**src/rtl/i_ref_sweep_ctrl.sv**
```systemverilog
// Reference-current sweep sequencer: ramps i_ref in fixed steps and settles after each step.
// It strobes ready for the sampler and aborts to a safe code on the first detected instability.
module i_ref_sweep_ctrl #(
  parameter int BUS_WIDTH     = 10,
  parameter int I_START       = 1,
  parameter int STEP          = 1,
  parameter int SETTLE_CYCLES = 8,
  parameter int HOLD_CYCLES   = 3
) (
  input  logic                 clk,
  input  logic                 rst,
  input  logic                 enable,
  input  logic                 start,
  input  logic                 unstable,
  output logic [BUS_WIDTH-1:0] i_ref,
  output logic                 ready,
  output logic                 went_unstable,
  output logic [BUS_WIDTH-1:0] i_ref_max,
  output logic                 busy,
  output logic                 done,
  output logic                 fault
);

  localparam logic [2:0] ST_IDLE     = 3'd0;
  localparam logic [2:0] ST_SETTLE   = 3'd1;
  localparam logic [2:0] ST_SAMPLE   = 3'd2;
  localparam logic [2:0] ST_UNSTABLE = 3'd3;
  localparam logic [2:0] ST_DONE     = 3'd4;

  localparam int CNT_MAX = (SETTLE_CYCLES > HOLD_CYCLES) ? SETTLE_CYCLES : HOLD_CYCLES;
  localparam int CNT_W   = $clog2(CNT_MAX + 1);

  localparam logic [CNT_W-1:0]   SETTLE_LAST = CNT_W'(SETTLE_CYCLES - 1);
  localparam logic [CNT_W-1:0]   HOLD_LAST   = CNT_W'(HOLD_CYCLES - 1);
  localparam logic [CNT_W-1:0]   CNT_ONE     = CNT_W'(1);
  localparam logic [BUS_WIDTH:0] CODE_MAX    = {1'b0, {BUS_WIDTH{1'b1}}};
  localparam logic [BUS_WIDTH:0] STEP_EXT    = (BUS_WIDTH + 1)'(STEP);
  localparam logic [BUS_WIDTH-1:0] START_CODE = BUS_WIDTH'(I_START);

  logic [2:0]           state_reg, state_next;
  logic [CNT_W-1:0]     cnt_reg, cnt_next;
  logic [BUS_WIDTH-1:0] i_ref_reg, i_ref_next;
  logic [BUS_WIDTH-1:0] i_ref_max_reg, i_ref_max_next;
  logic                 ready_reg, ready_next;
  logic                 fault_reg, fault_next;
  logic                 unstable_meta_reg, unstable_s;
  logic [BUS_WIDTH:0]   next_code;

  always_ff @(posedge clk or negedge rst) begin
    if (!rst) begin
      unstable_meta_reg <= 1'b0;
      unstable_s        <= 1'b0;
    end else begin
      unstable_meta_reg <= unstable;
      unstable_s        <= unstable_meta_reg;
    end
  end

  // Code arithmetic is one bit wider so that saturation is visible as an overflow.
  assign next_code = {1'b0, i_ref_reg} + STEP_EXT;

  always_comb begin
    state_next     = state_reg;
    cnt_next       = cnt_reg;
    i_ref_next     = i_ref_reg;
    i_ref_max_next = i_ref_max_reg;
    ready_next     = ready_reg;
    fault_next     = fault_reg;

    if (!enable) begin
      state_next = ST_IDLE;
      cnt_next   = '0;
      i_ref_next = '0;
      ready_next = 1'b0;
    end else begin
      case (state_reg)
        ST_IDLE, ST_DONE: begin
          if (state_reg == ST_IDLE) i_ref_next = '0;
          if (start) begin
            state_next     = ST_SETTLE;
            cnt_next       = '0;
            i_ref_next     = START_CODE;
            i_ref_max_next = '0;
            fault_next     = 1'b0;
          end
        end
        ST_SETTLE, ST_SAMPLE: begin
          if (unstable_s) begin
            state_next = ST_UNSTABLE;
            cnt_next   = '0;
            i_ref_next = '0;
            ready_next = 1'b0;
            // Every applied code is nonzero, so a zero max means nothing completed sampling.
            if (i_ref_max_reg == '0) fault_next = 1'b1;
          end else if (state_reg == ST_SETTLE) begin
            if (cnt_reg == SETTLE_LAST) begin
              state_next = ST_SAMPLE;
              cnt_next   = '0;
              ready_next = 1'b1;
            end else begin
              cnt_next = cnt_reg + CNT_ONE;
            end
          end else begin
            if (cnt_reg == HOLD_LAST) begin
              cnt_next       = '0;
              ready_next     = 1'b0;
              i_ref_max_next = i_ref_reg;
              if (next_code > CODE_MAX) begin
                state_next = ST_DONE;
              end else begin
                state_next = ST_SETTLE;
                i_ref_next = next_code[BUS_WIDTH-1:0];
              end
            end else begin
              cnt_next = cnt_reg + CNT_ONE;
            end
          end
        end
        ST_UNSTABLE: begin
          state_next = ST_DONE;
        end
        default: begin
          state_next = ST_IDLE;
          cnt_next   = '0;
          i_ref_next = '0;
          ready_next = 1'b0;
        end
      endcase
    end
  end

  always_ff @(posedge clk or negedge rst) begin
    if (!rst) begin
      state_reg     <= ST_IDLE;
      cnt_reg       <= '0;
      i_ref_reg     <= '0;
      i_ref_max_reg <= '0;
      ready_reg     <= 1'b0;
      fault_reg     <= 1'b0;
    end else begin
      state_reg     <= state_next;
      cnt_reg       <= cnt_next;
      i_ref_reg     <= i_ref_next;
      i_ref_max_reg <= i_ref_max_next;
      ready_reg     <= ready_next;
      fault_reg     <= fault_next;
    end
  end

  assign i_ref         = i_ref_reg;
  assign i_ref_max     = i_ref_max_reg;
  assign ready         = ready_reg;
  assign fault         = fault_reg;
  assign went_unstable = (state_reg == ST_UNSTABLE);
  assign done          = (state_reg == ST_DONE);
  assign busy          = (state_reg == ST_SETTLE) || (state_reg == ST_SAMPLE) ||
                         (state_reg == ST_UNSTABLE);

endmodule

```
**config.mk**
```make
export PLATFORM = sky130hd
export DESIGN_NAME = i_ref_sweep_ctrl
export DESIGN_NICKNAME = d
export VERILOG_FILES = /design/src/rtl/i_ref_sweep_ctrl.sv
export SDC_FILE = /design/constraint.sdc
export NUM_CORES = 1
export LEC_CHECK = 0
export BUFFER_PORTS_ARGS = -buffer_cell sky130_fd_sc_hd__buf_2
export CORE_MARGIN = 1
export CORE_UTILIZATION = 35
export CTS_BUF_LIST = sky130_fd_sc_hd__clkbuf_16
export CTS_CLUSTER_SIZE = 16
export DETAILED_ROUTE_END_ITERATION = 16
export GPL_ROUTABILITY_DRIVEN = 0
export GPL_TIMING_DRIVEN = 0
export PLACE_DENSITY = 0.58
export REMOVE_ABC_BUFFERS = 1
export SLEW_MARGIN = 20
export SYNTH_ARGS = -nofsm -noshare
export SYNTH_HDL_FRONTEND = slang
export SYNTH_SLANG_ARGS = --single-unit
```
**constraint.sdc**
```tcl
create_clock -name clk -period 2.6 [get_ports clk]
set_clock_uncertainty 0.05 [all_clocks]
set_input_delay 0.26 -clock clk [delete_from_list [all_inputs] [get_ports clk]]
set_output_delay 0.26 -clock clk [all_outputs]
set_load 0.05 [all_outputs]
```
* After elaboration in Yosys (flattened, before gate mapping)
Index checks and enable logic that the tools add are counted.
** Storage, ports and cells
- Register bits :: 31
- Input bits :: 5
- Output and inout port bits :: 25
- Word-level logic and storage cells :: 84
** Operators by class
- $add $sub $neg :: 2
- $lt $le $gt $ge :: 1
- Equal/unequal tests :: 21
- Mux-type cells :: 38
- Reductions and logical operators :: 14
** Operator list (number)
- $mux 10 :: 11
- $pmux 10 s3 :: 1
- $mux 4 :: 6
- $mux 3 :: 7
- $pmux 10 s2 :: 1
- $ne 2x2->1 const B :: 8
- $ne 4x4->1 const B :: 4
- $pmux 4 s3 :: 1
- $add 10x1->11 const B :: 1
- $gt 11x10->1 const B :: 1
- $logic_not 10->1 :: 1
- $ne 5x5->1 const B :: 2
- $reduce_and 5->1 :: 2
- $pmux 3 s3 :: 1
- $mux 1 :: 8
- $eq 3x2->1 const B :: 2
- $reduce_and 3->1 :: 2
- $reduce_and 6->1 :: 1
- $add 4x1->4 const B :: 1
- $eq 4x2->1 const B :: 1
- $eq 4x3->1 const B :: 1
- $pmux 1 s2 :: 2
- $reduce_or 2->1 :: 2
- $eq 3x1->1 const B :: 1
- 7 further kinds :: 8

* Logic depth before layout (Yosys ltp)
- Word-level depth :: 8
- Depth in mapped cells :: 9
- Mapped depth without buffers :: 8

* Least setup slack after synthesis
Ideal clock, no wire load.
- Kind :: reg2reg
- Start point :: register i_ref_reg[0], in the netlist i_ref[0]
- End point :: register i_ref_reg[6], in the netlist i_ref[6]
- Setup time :: 0.120 ns
- Arrival :: 2.262 ns
- Required time :: 2.430 ns
- Slack :: 0.168 ns
- Stages on the path, launching flop included :: 8
- Buffers on the path :: 0
- Period minus slack after synthesis :: 2.432 ns
- Cell sequence :: dfrtp_1 > ha_1 > and4_1 > or4_1 > o211ai_1 > a31oi_1 > and2_1 > a31o_1
** Between the ends
- Word-level cells in the longest chain between the ends :: 7
- Elaborated cells on any way between the ends :: 10
- Those cells by class :: add/sub (1); order compare (1); eq/ne (1); mux (6); reduce/logical (1)
** Ends and longest elaborated chain
- from (decl) :: line 42 : logic [BUS_WIDTH-1:0] i_ref_reg, i_ref_next;
- from (signal assigned) :: line 143 : i_ref_reg <= i_ref_next;
- $add 10x1->11 (*) :: line 60 : assign next_code = {1'b0, i_ref_reg} + STEP_EXT;
- parallel branches: the longest is 6 deep, another holds $gt 11x10->1
Every way passes the cells marked *. The select of a mux whose other input is x is not followed.
A chain may end at the register's enable or synchronous reset.

* Final worst setup path
- Start point :: register i_ref_reg[0], in the netlist i_ref[0]
- End point :: register i_ref_reg[8], in the netlist i_ref[8]
Same word-level chain as after synthesis.

==> results.py <==
metrics = {
    "floorplanning": {
        "top_level_ports": 30,
        "fp.dieW_um": 74.57,
        "dieHeight_um": 74.57,
        "initial_core_util_pct": 36.32,
        "core_um2": 5075,
        "die_area_um2": 5560,
        "std_cell_rows": 26,
    },
    "critical_path": {
        "crit_chain": "ha_2, and4_1, or4_1, o211ai_1, a31oi_4, and2_1, a31o_1",
        "worstRegToRegCells": 7,
        "rr_startpoint": "i_ref[0]",
        "start_kind": "register",
        "r2r_setup_slack_ns": 0.15,
        "setup.worst_path.end_class": "register",
        "worst_path_max_delay_cell": "dfrtp_2",
        "cp_data_required_time_ns": 2.71,
        "cp.buffers_inverters": 0,
        "worst_r2r_endpoint": "i_ref[8]",
        "worstPathArrival_ns": 2.56,
        "path_max_fanout": 12,
        "crit_family": "simple AND/OR/NAND/NOR gates",
        "timing_startpoint_of_the_critical_path": "i_ref[0]",
        "critical-path-max-stage-delay_ns": 0.48,
        "critical_path_class": "register to register",
    },
    "logic_synthesis": {
        "synthAdderAreaFrac_pct": 2.716,
        "synth_edf_count": 0,
        "yosys_register_bits": 31,
        "post_synthesis_sequential_area_ratio_pct": 42.09,
        "yosys-top-cells-count": "dfrtp_1, o21ai_0, inv_1, nand2_1, nor2_1",
        "synth_ff_type": "dfrtp_1",
        "synth.area.top_cells": "dfrtp_1, o21ai_0, nand3_1, inv_1, nand2_1",
        "yosys.area_share.simple_pct": 26.21,
        "synth-compound-area-share_pct": 21.25,
        "synth_top_family_by_area": "simple AND/OR/NAND/NOR gates",
        "syn_area_um2": 1843,
        "post_synth.cell_area_avg_um2": 8.454,
        "ys.warnings.count": 0,
        "post_synth_xor_area_fraction_pct": 0.4752,
        "synthesis.instances": 218,
        "synth_async_sr_flop_share_pct": 100.0,
        "synth_mux_area_share_pct": 1.154,
        "netlist-cell-type-count": 45,
        "yosysTopAreaCell": "dfrtp_1",
        "most_instantiated_library_cell_after_synthesis": "dfrtp_1",
        "synth_top_area_share_pct": 42.09,
    },
    "timing": {
        "timing.hold.ws_ns": -0.01743,
        "timing.max_slew.rel_slack_pct": 46.01,
        "timing.fmax_ghz": 0.4087,
        "hold_viol_final": 31,
        "timing_max_transition_violations_final": 0,
        "rsz0062_at_grt": "no",
        "max_slew.worst_pin.slew_ns": 0.8069,
        "setup_viol": 0,
        "final.setup.worst_slack_ns": 0.1530,
        "finalCritPeriodShare_pct": 94.11,
        "period_needed_ns": 2.447,
        "summed_negative_setup_slack_over_all_endpoints_ns": 0,
    },
    "finish": {
        "area_delta_synth_final_pct": 19.14,
        "antennaDiodeCount": 0,
        "layout-drive-gt1-share_pct": 19.18,
        "postLayoutCellArea_um2": 2196,
        "finalNetCount": 254,
    },
    "route": {
        "postRouteWirelength_um": 4631,
        "drc": 0,
        "wl_per_cell_um": 14.70,
        "vias_per_cell": 5.457,
        "route.vias.total": 1719,
        "drt_first_pass_iters": 4,
        "drtIter0Drc": 70,
        "ant_nets": 0,
    },
    "placement": {
        "buffer_ports.inserted": 29,
        "placement.setup.worst_slack_ns": -0.2072,
        "dpl-instance-area_um2": 2043,
        "place_hpwl_um": 3236,
    },
    "clock_tree": {
        "cts_inserted_buffers": 5,
        "clock_tree.buffer_depth": 2,
        "clk_root_buffer_cell": "clkbuf_16",
        "clkSlewWorstSetupHoldPaths_ns": 0.05,
        "cts_tree": "done",
        "clock-sinks": 31,
        "clock_latency_ns": 0.27,
        "setup_fix_buffers_added_after_clock_tree_synthesis": 0,
        "htree_levels": 2,
    },
    "global_route": {
        "grt_use_total_pct": 18.79,
        "first_global_vias": 1506,
        "grt_pass1_wl_um": 7645,
        "antenna_found_initial": 0,
        "grt_overflow": 0,
        "grt_max_degree": 32,
    },
    "job": {
        "max_cap_viol_count": 0,
    },
    "power": {
        "power_mw": 1.753,
        "power_per_cell_area_nw_per_um2": 798.1,
        "static-leakage-power_nw": 0.9308,
        "ir_worst_vdd_v": 0.0006563,
    },
    "status": {
        "violations": "hold timing",
        "status": "finished, violations left",
    },
    "worst_hold_path": {
        "hp_class": "input port to async pin",
    },
}
[report_power, final]
group          internal, mW  total [mW]  switching, mW  leakage (nW)
registers             0.532       0.626         0.0941         0.422
logic                 0.161       0.589          0.428         0.442
clock network         0.343       0.537          0.194        0.0671
total                  1.04        1.75          0.716         0.931
[worst register-to-register path: cells and delay by family (launching register included)]
kind	cells	cell delay (ns)
adders and majority gates	1	0.26
DFF	1	0.48
and+or+nand+nor	3	0.96
AOI/OAI and AO/OA	3	0.59
[cell families after synthesis]
family / after synthesis
AOI/OAI and AO/OA: 61
buffers and inverters: 28
DFF: 31
and+or+nand+nor: 91
xor gates and xnor gates: 1
adders and majority gates: 4
muxes: 2
[area by class of cell]
cell class | count | area, um^2
repair buffers | 30 | 152.6
well taps | 70 | 87.58
fillers | 534 | 2879
inverters | 18 | 67.56
clock inverters | 2 | 8.758
clock buffers | 5 | 125.1
multi-input cells | 159 | 977.2
flip-flops and latches | 31 | 777.0
[stage by stage]
stage	util, %	hold slack, ns	cells
final	43.27	-0.01743	315
after global routing	43.27	0.03664	315
after CTS	43.20	0.01726	315
after detailed placement	40.26	0.2965	308
after global placement	40.01	0.2861	307
after floorplan	-	-0.08559	208
[routing by layer]
metal  wire length (um)  GRT usage (%)
met2               2084          26.33
met1               2201          27.82
met5                  0              0
met4                 91          7.547
met3                253          4.201
[repair_timing]
action,4_1_cts,5_1_grt
resized for setup,2,2
pin swaps,0,1
hold buffers,0,0
endpoints found under the setup margin,11,7
[cell usage in the layout (no fill, tap or decap), types with 2 or more instances in the layout]
| master | synthesis | routed |
|---|---|---|
| o21ai_1 | 2 | 2 |
| nor3b_1 | 2 | 2 |
| clkbuf_16 | 0 | 5 |
| inv_1 | 18 | 18 |
| ha_1 | 4 | 3 |
| dfrtp_1 | 31 | 30 |
| a31oi_1 | 7 | 6 |
| and3_1 | 2 | 2 |
| nor2b_1 | 2 | 2 |
| nand2_1 | 18 | 18 |
| a21oi_1 | 5 | 5 |
| nand3_1 | 17 | 17 |
| nand3b_1 | 2 | 2 |
| nor3_1 | 6 | 5 |
| buf_2 | 0 | 29 |
| o21bai_1 | 2 | 2 |
| a211oi_1 | 3 | 3 |
| o21ai_0 | 24 | 24 |
| a31o_1 | 3 | 3 |
| o31ai_1 | 3 | 3 |
| or3_1 | 3 | 3 |
| nor4b_1 | 2 | 2 |
| nand3_2 | 2 | 2 |
| nor4_1 | 3 | 3 |
| nand2b_1 | 6 | 6 |
| and2_1 | 2 | 2 |
| nor2_1 | 18 | 18 |
| o211ai_1 | 4 | 4 |
[worst max path at each step]
stage | end | slack (ns) | cells past startpoint
finish | i_ref[8] | 0.15 | 7
floorplan | i_ref[6] | -0.06 | 7
global placement | i_ref_max[6] | -0.40 | 6
global route | i_ref[8] | 0.02 | 7
detailed placement | i_ref[6] | -0.21 | 7
CTS | i_ref[8] | 0.001 | 7
Note: power is estimated with default switching activity, not from simulation.
